$ cat config.mk
export PLATFORM = sky130hd
export DESIGN_NAME = reg_cmd_fsm
export DESIGN_NICKNAME = d
export VERILOG_FILES = /design/src/rtl/reg_cmd_fsm.sv
export SDC_FILE = /design/constraint.sdc
export NUM_CORES = 1
export LEC_CHECK = 0
export ABC_CLOCK_PERIOD_IN_PS = 1600
export CORE_MARGIN = 8
export CORE_UTILIZATION = 46
export CTS_CLUSTER_DIAMETER = 60
export DETAILED_ROUTE_END_ITERATION = 8
export GPL_ROUTABILITY_DRIVEN = 0
export GPL_TIMING_DRIVEN = 1
export PLACE_DENSITY = 0.77
export RECOVER_POWER = 25
export SLEW_MARGIN = 40
export SYNTH_ARGS = -nofsm -noshare
export SYNTH_HDL_FRONTEND = slang
export SYNTH_SLANG_ARGS = --single-unit
$ cat constraint.sdc
create_clock -name clk -period 1.6 [get_ports clk]
set_input_delay 0.32 -clock clk [delete_from_list [all_inputs] [get_ports clk]]
set_output_delay 0.32 -clock clk [all_outputs]
set_load 0.02 [all_outputs]
$ cat src/rtl/reg_cmd_fsm.sv
// UART register-command engine: turns received byte frames into register
// writes/reads and streams read data back out through the UART transmitter.
module reg_cmd_fsm #(
   parameter int ADDR_BYTES  = 1,
   parameter int DATA_BYTES  = 2,
   parameter int TIMEOUT_CYC = 100000
) (
   input  logic                    clk,
   input  logic                    rst_n,
   input  logic                    rx_done_i,
   input  logic [7:0]              rx_data_i,
   input  logic                    tx_done_i,
   output logic                    tx_start_o,
   output logic [7:0]              tx_data_o,
   output logic [8*ADDR_BYTES-1:0] reg_addr_o,
   output logic [8*DATA_BYTES-1:0] reg_wdata_o,
   input  logic [8*DATA_BYTES-1:0] reg_rdata_i,
   output logic                    wr_en_o,
   output logic                    rd_en_o,
   output logic                    err_o,
   output logic                    busy_o
);

   localparam int AW = 8 * ADDR_BYTES;
   localparam int DW = 8 * DATA_BYTES;
   localparam int TW = (TIMEOUT_CYC > 2) ? $clog2(TIMEOUT_CYC) : 1;
   localparam int TMO_LAST = (TIMEOUT_CYC > 1) ? TIMEOUT_CYC - 2 : 0;
   localparam bit TMO_EN = (TIMEOUT_CYC > 0);
   localparam logic [TW-1:0] TMO_LAST_V = TW'(TMO_LAST);
   localparam logic [1:0] A_LAST = 2'(ADDR_BYTES - 1);
   localparam logic [1:0] D_LAST = 2'(DATA_BYTES - 1);

   localparam logic [7:0] CMD_NOP = 8'h00;
   localparam logic [7:0] CMD_WR  = 8'h01;
   localparam logic [7:0] CMD_RD  = 8'h02;

   typedef enum logic [2:0] {
      S_CMD,
      S_ADDR,
      S_DATA,
      S_RD_WAIT,
      S_TX,
      S_TX_WAIT
   } state_t;

   state_t          state_q, state_d;
   logic [1:0]      cnt_q, cnt_d;
   logic [TW-1:0]   tmo_q, tmo_d;
   logic            is_rd_q, is_rd_d;
   logic [AW-1:0]   addr_q, addr_d;
   logic [DW-1:0]   wdata_q, wdata_d;
   logic [DW-1:0]   rsh_q, rsh_d;
   logic [7:0]      txd_q, txd_d;
   logic            wr_q, wr_d;
   logic            rd_q, rd_d;
   logic            err_q, err_d;
   logic            txs_q, txs_d;
   logic            tmo_expired;

   // The timeout fires on the (TIMEOUT_CYC-1)th idle cycle so err_o rises TIMEOUT_CYC cycles after the last byte.
   assign tmo_expired = TMO_EN && (tmo_q == TMO_LAST_V);

   always_comb begin
      state_d = state_q;
      cnt_d   = cnt_q;
      tmo_d   = '0;
      is_rd_d = is_rd_q;
      addr_d  = addr_q;
      wdata_d = wdata_q;
      rsh_d   = rsh_q;
      txd_d   = txd_q;
      wr_d    = 1'b0;
      rd_d    = 1'b0;
      err_d   = 1'b0;
      txs_d   = 1'b0;

      case (state_q)
         S_CMD: begin
            if (rx_done_i) begin
               if (rx_data_i == CMD_WR || rx_data_i == CMD_RD) begin
                  is_rd_d = (rx_data_i == CMD_RD);
                  cnt_d   = '0;
                  state_d = S_ADDR;
               end else if (rx_data_i != CMD_NOP) begin
                  err_d = 1'b1;
               end
            end
         end

         S_ADDR: begin
            if (rx_done_i) begin
               addr_d = (addr_q << 8) | AW'(rx_data_i);
               if (cnt_q == A_LAST) begin
                  cnt_d = '0;
                  if (is_rd_q) begin
                     rd_d    = 1'b1;
                     state_d = S_RD_WAIT;
                  end else begin
                     state_d = S_DATA;
                  end
               end else begin
                  cnt_d = cnt_q + 2'd1;
               end
            end else if (tmo_expired) begin
               err_d   = 1'b1;
               state_d = S_CMD;
            end else begin
               tmo_d = TMO_EN ? tmo_q + TW'(1) : '0;
            end
         end

         S_DATA: begin
            if (rx_done_i) begin
               wdata_d = (wdata_q << 8) | DW'(rx_data_i);
               if (cnt_q == D_LAST) begin
                  cnt_d   = '0;
                  wr_d    = 1'b1;
                  state_d = S_CMD;
               end else begin
                  cnt_d = cnt_q + 2'd1;
               end
            end else if (tmo_expired) begin
               err_d   = 1'b1;
               state_d = S_CMD;
            end else begin
               tmo_d = TMO_EN ? tmo_q + TW'(1) : '0;
            end
         end

         // Read data is valid the cycle after the rd_en_o strobe, so wait for it to drop.
         S_RD_WAIT: begin
            if (!rd_q) begin
               rsh_d   = reg_rdata_i;
               cnt_d   = '0;
               state_d = S_TX;
            end
         end

         S_TX: begin
            txs_d   = 1'b1;
            txd_d   = rsh_q[DW-1 -: 8];
            state_d = S_TX_WAIT;
         end

         S_TX_WAIT: begin
            if (tx_done_i) begin
               rsh_d = rsh_q << 8;
               if (cnt_q == D_LAST) begin
                  cnt_d   = '0;
                  state_d = S_CMD;
               end else begin
                  cnt_d   = cnt_q + 2'd1;
                  state_d = S_TX;
               end
            end
         end

         default: state_d = S_CMD;
      endcase
   end

   always_ff @(posedge clk) begin
      if (!rst_n) begin
         state_q <= S_CMD;
         cnt_q   <= '0;
         tmo_q   <= '0;
         is_rd_q <= 1'b0;
         addr_q  <= '0;
         wdata_q <= '0;
         rsh_q   <= '0;
         txd_q   <= '0;
         wr_q    <= 1'b0;
         rd_q    <= 1'b0;
         err_q   <= 1'b0;
         txs_q   <= 1'b0;
      end else begin
         state_q <= state_d;
         cnt_q   <= cnt_d;
         tmo_q   <= tmo_d;
         is_rd_q <= is_rd_d;
         addr_q  <= addr_d;
         wdata_q <= wdata_d;
         rsh_q   <= rsh_d;
         txd_q   <= txd_d;
         wr_q    <= wr_d;
         rd_q    <= rd_d;
         err_q   <= err_d;
         txs_q   <= txs_d;
      end
   end

   assign tx_start_o  = txs_q;
   assign tx_data_o   = txd_q;
   assign reg_addr_o  = addr_q;
   assign reg_wdata_o = wdata_q;
   assign wr_en_o     = wr_q;
   assign rd_en_o     = rd_q;
   assign err_o       = err_q;
   assign busy_o      = (state_q != S_CMD);

endmodule

==> summary.txt, run 1 <==
STA
  – Hold Vio Cnt, Final: 0
  – Final Slew Violations: 0
  – Final TNS setup: 0 ns
  – Max Fclk: 655 MHz
  – Period utilization: 0.955
  – Max Clock Skew: 0.00750 ns
  – Minimum clock period: 1.53 ns
  – Final Setup Violations: 0
  – RSZ-0062 raised after global routing: false
  – Rel. slew slack: 0.765
  – Worst-Margin Slew: 0.353 ns

Place
  – DPL Wire Length: 6070 µm
  – Cell Area, Placed: 0.00426 mm²
  – Port bufs: 64
  – Cell count after placement: 566

Floorplanning
  – Die area: 0.00999 mm²
  – Die H: 99.9 µm
  – # rows: 30
  – Area of the core: 0.00679 mm²
  – Number of top-level pins: 65
  – Die W: 99.9 µm
  – Starting Density: 0.477

Synthesis
  – Syn avg cell area: 8.44 µm²
  – Mapped cell area: 0.00324 mm²
  – Synth Instances: 384
  – Synth Register Bits: 75
  – Synth async-reset ratio: 0
  – EDFF count, synth: 0
  – Seq/Total Area, Yosys: 0.463
  – Syn nets: 418
  – Warnings, synthesis: 0
  – Netlist cell types: 49
  – Post-synth top flop: dfxtp_1

Critical path
  – Flop-to-flop setup slack: 0.07 ns
  – FF-to-FF End: tmo_q[16]
  – CP endpoint kind: register
  – R2R cell count: 4
  – Worst-path maximum fanout: 4
  – Arrival @ worst endpoint: 1.80 ns
  – Worst Setup EP: tmo_q[16]
  – Worst endpoint required time: 1.88 ns
  – Setup CP Type: register to register
  – Crit start category: register
  – Setup crit start: tmo_q[13]
  – Worst r2r src: tmo_q[13]

Outcome
  – Status: finished clean

CTS
  – Worst-Skew Late Latency: 0.34 ns
  – # H-tree levels: 3
  – Hold buffer count at cts: 0
  – CTS Buf Count: 9
  – CTS tree: done
  – Clock sink count: 75
  – Worst-case clock buffer depth: 2
  – Cell chosen for the clock root: clkbuf_8
  – Reg clk slew, reported paths: 0.08 ns

Layout
  – N_diodes: 0
  – Area grow syn2layout: 37.7%
  – Final nets: 515
  – Post-route cell area: 0.00446 mm²
  – Most common cell after layout, fill and taps aside: nand2_1
  – Post-Layout Cell Count: 582
  – Share of cells above drive strength 1: 0.177
  – Fin util: 0.657
  – Most frequent cells in the layout: nand2_1 (75), dfxtp_1 (70), nor2_1 (42)

Routing
  – Vias/cell: 5.20
  – Met3 Routed Length: 496 µm
  – Metal2 WL: 4170 µm
  – Wl on met1: 3430 µm
  – Via count: 3026
  – Number of remaining DRC errors: 0
  – Drt wl/cell: 14.2 µm
  – DR iter-0 viols: 197
  – DR pass1 iterations: 4
  – Highest Signal Layer: met4
  – WL final: 8280 µm
  – Antenna Nets Post-Route: 0

Pwr
  – Static leakage: 1.80 nW
  – Power density over the cells: 795 mW/mm²
  – Maximum VDD drop: 380 µV

Hold path
  – Worst min path class: register to register

Global routing
  – Total global-route track usage: 0.167
  – First-pass GRT wire length: 13700 µm
  – Pin count of the biggest net entering global routing: 51
  – Vias in the first global route: 2993
  – Initial antenna violation count: 0
  – Grt ovf: 0

Run
  – Number of max-cap violations: 0
==> synthesized netlist by cell type (2+ instances only) <==
cell type  count  share of area
dfxtp_1       75           0.46
nand2_1       75          0.087
nor2_1        42          0.049
a21oi_1       37          0.057
clkbuf_1      13          0.015
inv_1         10          0.012
mux2i_1       10          0.031
o21ai_0       10          0.015
a22oi_1        8          0.019
a311oi_1       8          0.022
nand4_1        8          0.015
buf_2          7          0.011
xor2_1         7          0.019
ha_1           6          0.023
nand3b_1       6          0.014
xnor2_1        6          0.016
nand3_1        5         0.0077
nor3_1         5         0.0077
and2_1         4         0.0077
and3_1         4         0.0077
a31oi_1        3         0.0058
buf_4          3         0.0069
and3b_1        2         0.0054
nor4_1         2         0.0039
nor4b_1        2         0.0054
o21a_1         2         0.0046
or3_2          2         0.0046
==> kinds of logic (layout without fill, tap and decap cells) <==
family / count (synthesis) / in the layout / synth area share
compound gates: 74 / 74 / 0.139
xor+xnor: 13 / 13 / 0.0351
fa+ha+maj: 6 / 6 / 0.0232
buf+inv: 34 / 136 / 0.0456
flops: 75 / 75 / 0.463
mux: 10 / 10 / 0.0309
simple gates: 172 / 172 / 0.263
==> critical path, stage by stage (launching register included) <==
cell	delay [ns]
dfxtp_1	0.40
inv_1	0.07
or3_4	0.38
or4_1	0.47
a21oi_1	0.15
==> layout make-up <==
| type | count | area (µm²) |
|---|---|---|
| fillers | 577 | 2330 |
| multi-input cells | 275 | 1630 |
| flip-flops and latches | 75 | 1510 |
| repair buffers | 109 | 952 |
| clock buffers | 10 | 138 |
| well taps | 96 | 120 |
| clock inverters | 6 | 72.6 |
| inverters | 11 | 41.3 |
==> flip-flops by register name, summed over array words and instances (netlist names), 2 cells and up <==
signal,flops
cnt_q,2
rsh_q,16
reg_addr_o,8
state_q,3
tx_data_o,8
reg_wdata_o,16
tmo_q,17
==> metrics by stage <==
stage | hold slack (ns) | power (mW) | setup WS [ns]
global placement | 0.441 | 2.09 | -0.327
floorplan | 0.426 | 1.96 | 0.0130
finish | 0.434 | 3.55 | 0.0726
global route | 0.459 | 3.67 | 0.000586
detailed placement | 0.447 | 2.09 | -0.340
CTS | 0.456 | 3.59 | -0.00785
==> where the power goes <==
part           switching (mW)  internal (mW)
Clock                   0.725          0.776
Combinational          0.0769          0.101
Sequential            0.00128           1.87
Total                   0.803           2.74
==> worst min-delay path by stage <==
stage,endpoint,cells past startpoint,slack [ns],startpoint
after floorplan,tmo_q[0],1,0.43,tmo_q[0]
after global placement,reg_wdata_o[10],2,0.44,reg_wdata_o[10]
after detailed placement,reg_wdata_o[11],2,0.45,reg_wdata_o[11]
after CTS,reg_wdata_o[11],2,0.46,reg_wdata_o[11]
after global routing,tmo_q[0],1,0.46,tmo_q[0]
final,tmo_q[0],1,0.43,tmo_q[0]
==> layer usage <==
metal  vias to the layer above  track usage
li1                       1520            -
met1                      1415        0.184
met2                        73        0.291
met3                        18       0.0401
met4                         0       0.0873
met5                         -            0
==> what timing repair did <==
action | in CTS | in global routing
endpoints found under the setup margin | 43 | 28
pin swaps | 0 | 7
buffers inserted | 0 | 0
gates resized for setup | 42 | 16
No activity file was read; power rests on OpenSTA's default activity.
==> inputs of run 2 (changes only) <==
--- a/config.mk
+++ b/config.mk
@@ -14,6 +14,7 @@
 export GPL_TIMING_DRIVEN = 1
 export PLACE_DENSITY = 0.77
 export RECOVER_POWER = 25
+export SETUP_SLACK_MARGIN = 0.4
 export SLEW_MARGIN = 40
 export SYNTH_ARGS = -nofsm -noshare
 export SYNTH_HDL_FRONTEND = slang
==> run 2 against run 1 <==
  * Sequential share of layout area fell by 4.2 points
  * Global-route usage up 3.0 points
  * Cell area grew 19%
  * Largest cell class unchanged
==> summary.txt, run 2 (synthesis results as in run 1) <==
Routing
  – DR pass1 iterations: 5
  – Antenna Nets Post-Route: 0
  – Number of remaining DRC errors: 0
  – Vias/cell: 5.71
  – WL final: 12300 µm
  – Via count: 3524
  – Drt wl/cell: 19.9 µm
  – DR iter-0 viols: 210

Pwr
  – Sequential Power Share: 0.512
  – Static leakage: 2.11 nW
  – Maximum VDD drop: 679 µV
  – Clk pwr share: 0.424
  – Switching pwr: 837 µW
  – Logic gate share of total power: 0.064
  – Internal: 2.77 mW
  – Switch share: 0.232
  – Power density over the cells: 680 mW/mm²

Place
  – Port bufs: 64
  – DPL Wire Length: 6250 µm

Layout
  – Fin util: 0.781
  – Most common cell after layout, fill and taps aside: buf_4
  – Final nets: 550
  – Share of cells above drive strength 1: 0.465
  – Max FFs per register: 17
  – Most frequent cells in the layout: buf_4 (58), nand2_1 (50), dfxtp_1 (50)
  – Register name with the most flops: tmo_q
  – Area grow syn2layout: 63.7%

Critical path
  – Setup CP Type: register to register
  – CP endpoint kind: register
  – Worst r2r src: state_q[2]
  – Setup crit start: state_q[2]
  – Arrival @ worst endpoint: 1.81 ns
  – Crit start category: register
  – Worst endpoint required time: 1.83 ns
  – Worst-path maximum fanout: 6

Floorplanning
  – Number of top-level pins: 65
  – Die W: 99.9 µm
  – Die H: 99.9 µm
  – Starting Density: 0.477
  – Die area: 0.00999 mm²
  – Area of the core: 0.00679 mm²
  – # rows: 30

Global routing
  – Initial antenna violation count: 0
  – Vias in the first global route: 3350
  – Pin count of the biggest net entering global routing: 30
  – First-pass GRT wire length: 15900 µm
  – Total global-route track usage: 0.197
  – Grt ovf: 0

STA
  – Minimum clock period: 1.59 ns
  – Final TNS setup: 0 ns
  – Period utilization: 0.992
  – Final Slew Violations: 0
  – Rel. slew slack: 0.720
  – Max Clock Skew: 0.00969 ns
  – Worst-Margin Slew: 0.419 ns
  – Final Setup Violations: 0
  – Hold Vio Cnt, Final: 0
  – Max Fclk: 630 MHz
  – RSZ-0062 raised after global routing: true

CTS
  – # H-tree levels: 3
  – CTS Buf Count: 9
  – CTS tree: done
  – Cell chosen for the clock root: clkbuf_8
  – Reg clk slew, reported paths: 0.08 ns
  – Worst-case clock buffer depth: 2
  – Worst-Skew Late Latency: 0.34 ns
  – Clock sink count: 75

Hold path
  – Worst hold start: tmo_q[0]
  – Worst min path class: register to register

Outcome
  – Status: finished clean

Run
  – Number of max-cap violations: 0
[run 2: cell types whose count changed in the layout (fill, tap and decap cells not counted), moves of 13 or more]
cell / change
dlygate4sd2_1: -31
buf_6: +26
nand2_1: -25
a21oi_1: -23
a21oi_2: +22
dfxtp_1: -20
buf_4: +19
clkbuf_1: +17
dfxtp_4: +14
nand2_4: +13
[run 2: repair_timing]
action,CTS,global route
gates resized for setup,230,127
pin swaps,33,47
setup endpoints to repair,111,98
setup buffers,22,15
gates cloned,6,0
hold buffers,0,0
[run 2: worst paths after layout]
check               to  slack (ns)  cells after the start
max          rsh_q[15]        0.01                      6
min reg2reg   tmo_q[0]        0.45                      1
max reg2reg  rsh_q[15]        0.01                      6
min           tmo_q[0]        0.45                      1
[run 2: critical path: stages, from the launching register on]
cell,delay (ns)
dfxtp_4,0.39
buf_6,0.13
and3b_2,0.24
buf_6,0.13
buf_2,0.15
nand2_1,0.08
a311oi_1,0.36
[run 2: per-layer routing]
layer,wire length (µm),up-vias,GRT usage,part of all wire
li1,-,1604,-,-
met1,4800,1713,0.217,0.39
met2,6240,162,0.350,0.51
met3,838,45,0.0436,0.068
met4,419,0,0.0978,0.034
met5,0,-,0,0
[run 2: power groups by stage]
stage                     logic [mW]  clock network [mW]  registers (mW)
after global placement         0.190                   0            1.91
after CTS                      0.199                1.53            1.85
after floorplan               0.0497                   0            1.91
after global routing           0.241                1.63            1.85
final                          0.232                1.53            1.85
after detailed placement       0.191                   0            1.91
[run 2: final cells by class]
cell class | count | area (µm²)
diodes | 1 | 2.50
clock buffers | 10 | 149
clock inverters | 5 | 60.1
fillers | 406 | 1490
inverters | 11 | 41.3
multi-input cells | 276 | 2150
flip-flops and latches | 75 | 1570
well taps | 96 | 120
repair buffers | 143 | 1220
[run 2: through the flow]
step	std cells	instance area (µm²)	setup WS, ns	hold WS, ns	power, mW
floorplan	384	3450	0.152	0.412	1.96
global placement	558	4330	-0.192	0.425	2.10
detailed placement	558	4330	-0.225	0.430	2.10
CTS	601	4830	0.112	0.448	3.59
global route	616	5300	-0.0309	0.462	3.72
finish	617	5310	0.0134	0.450	3.61
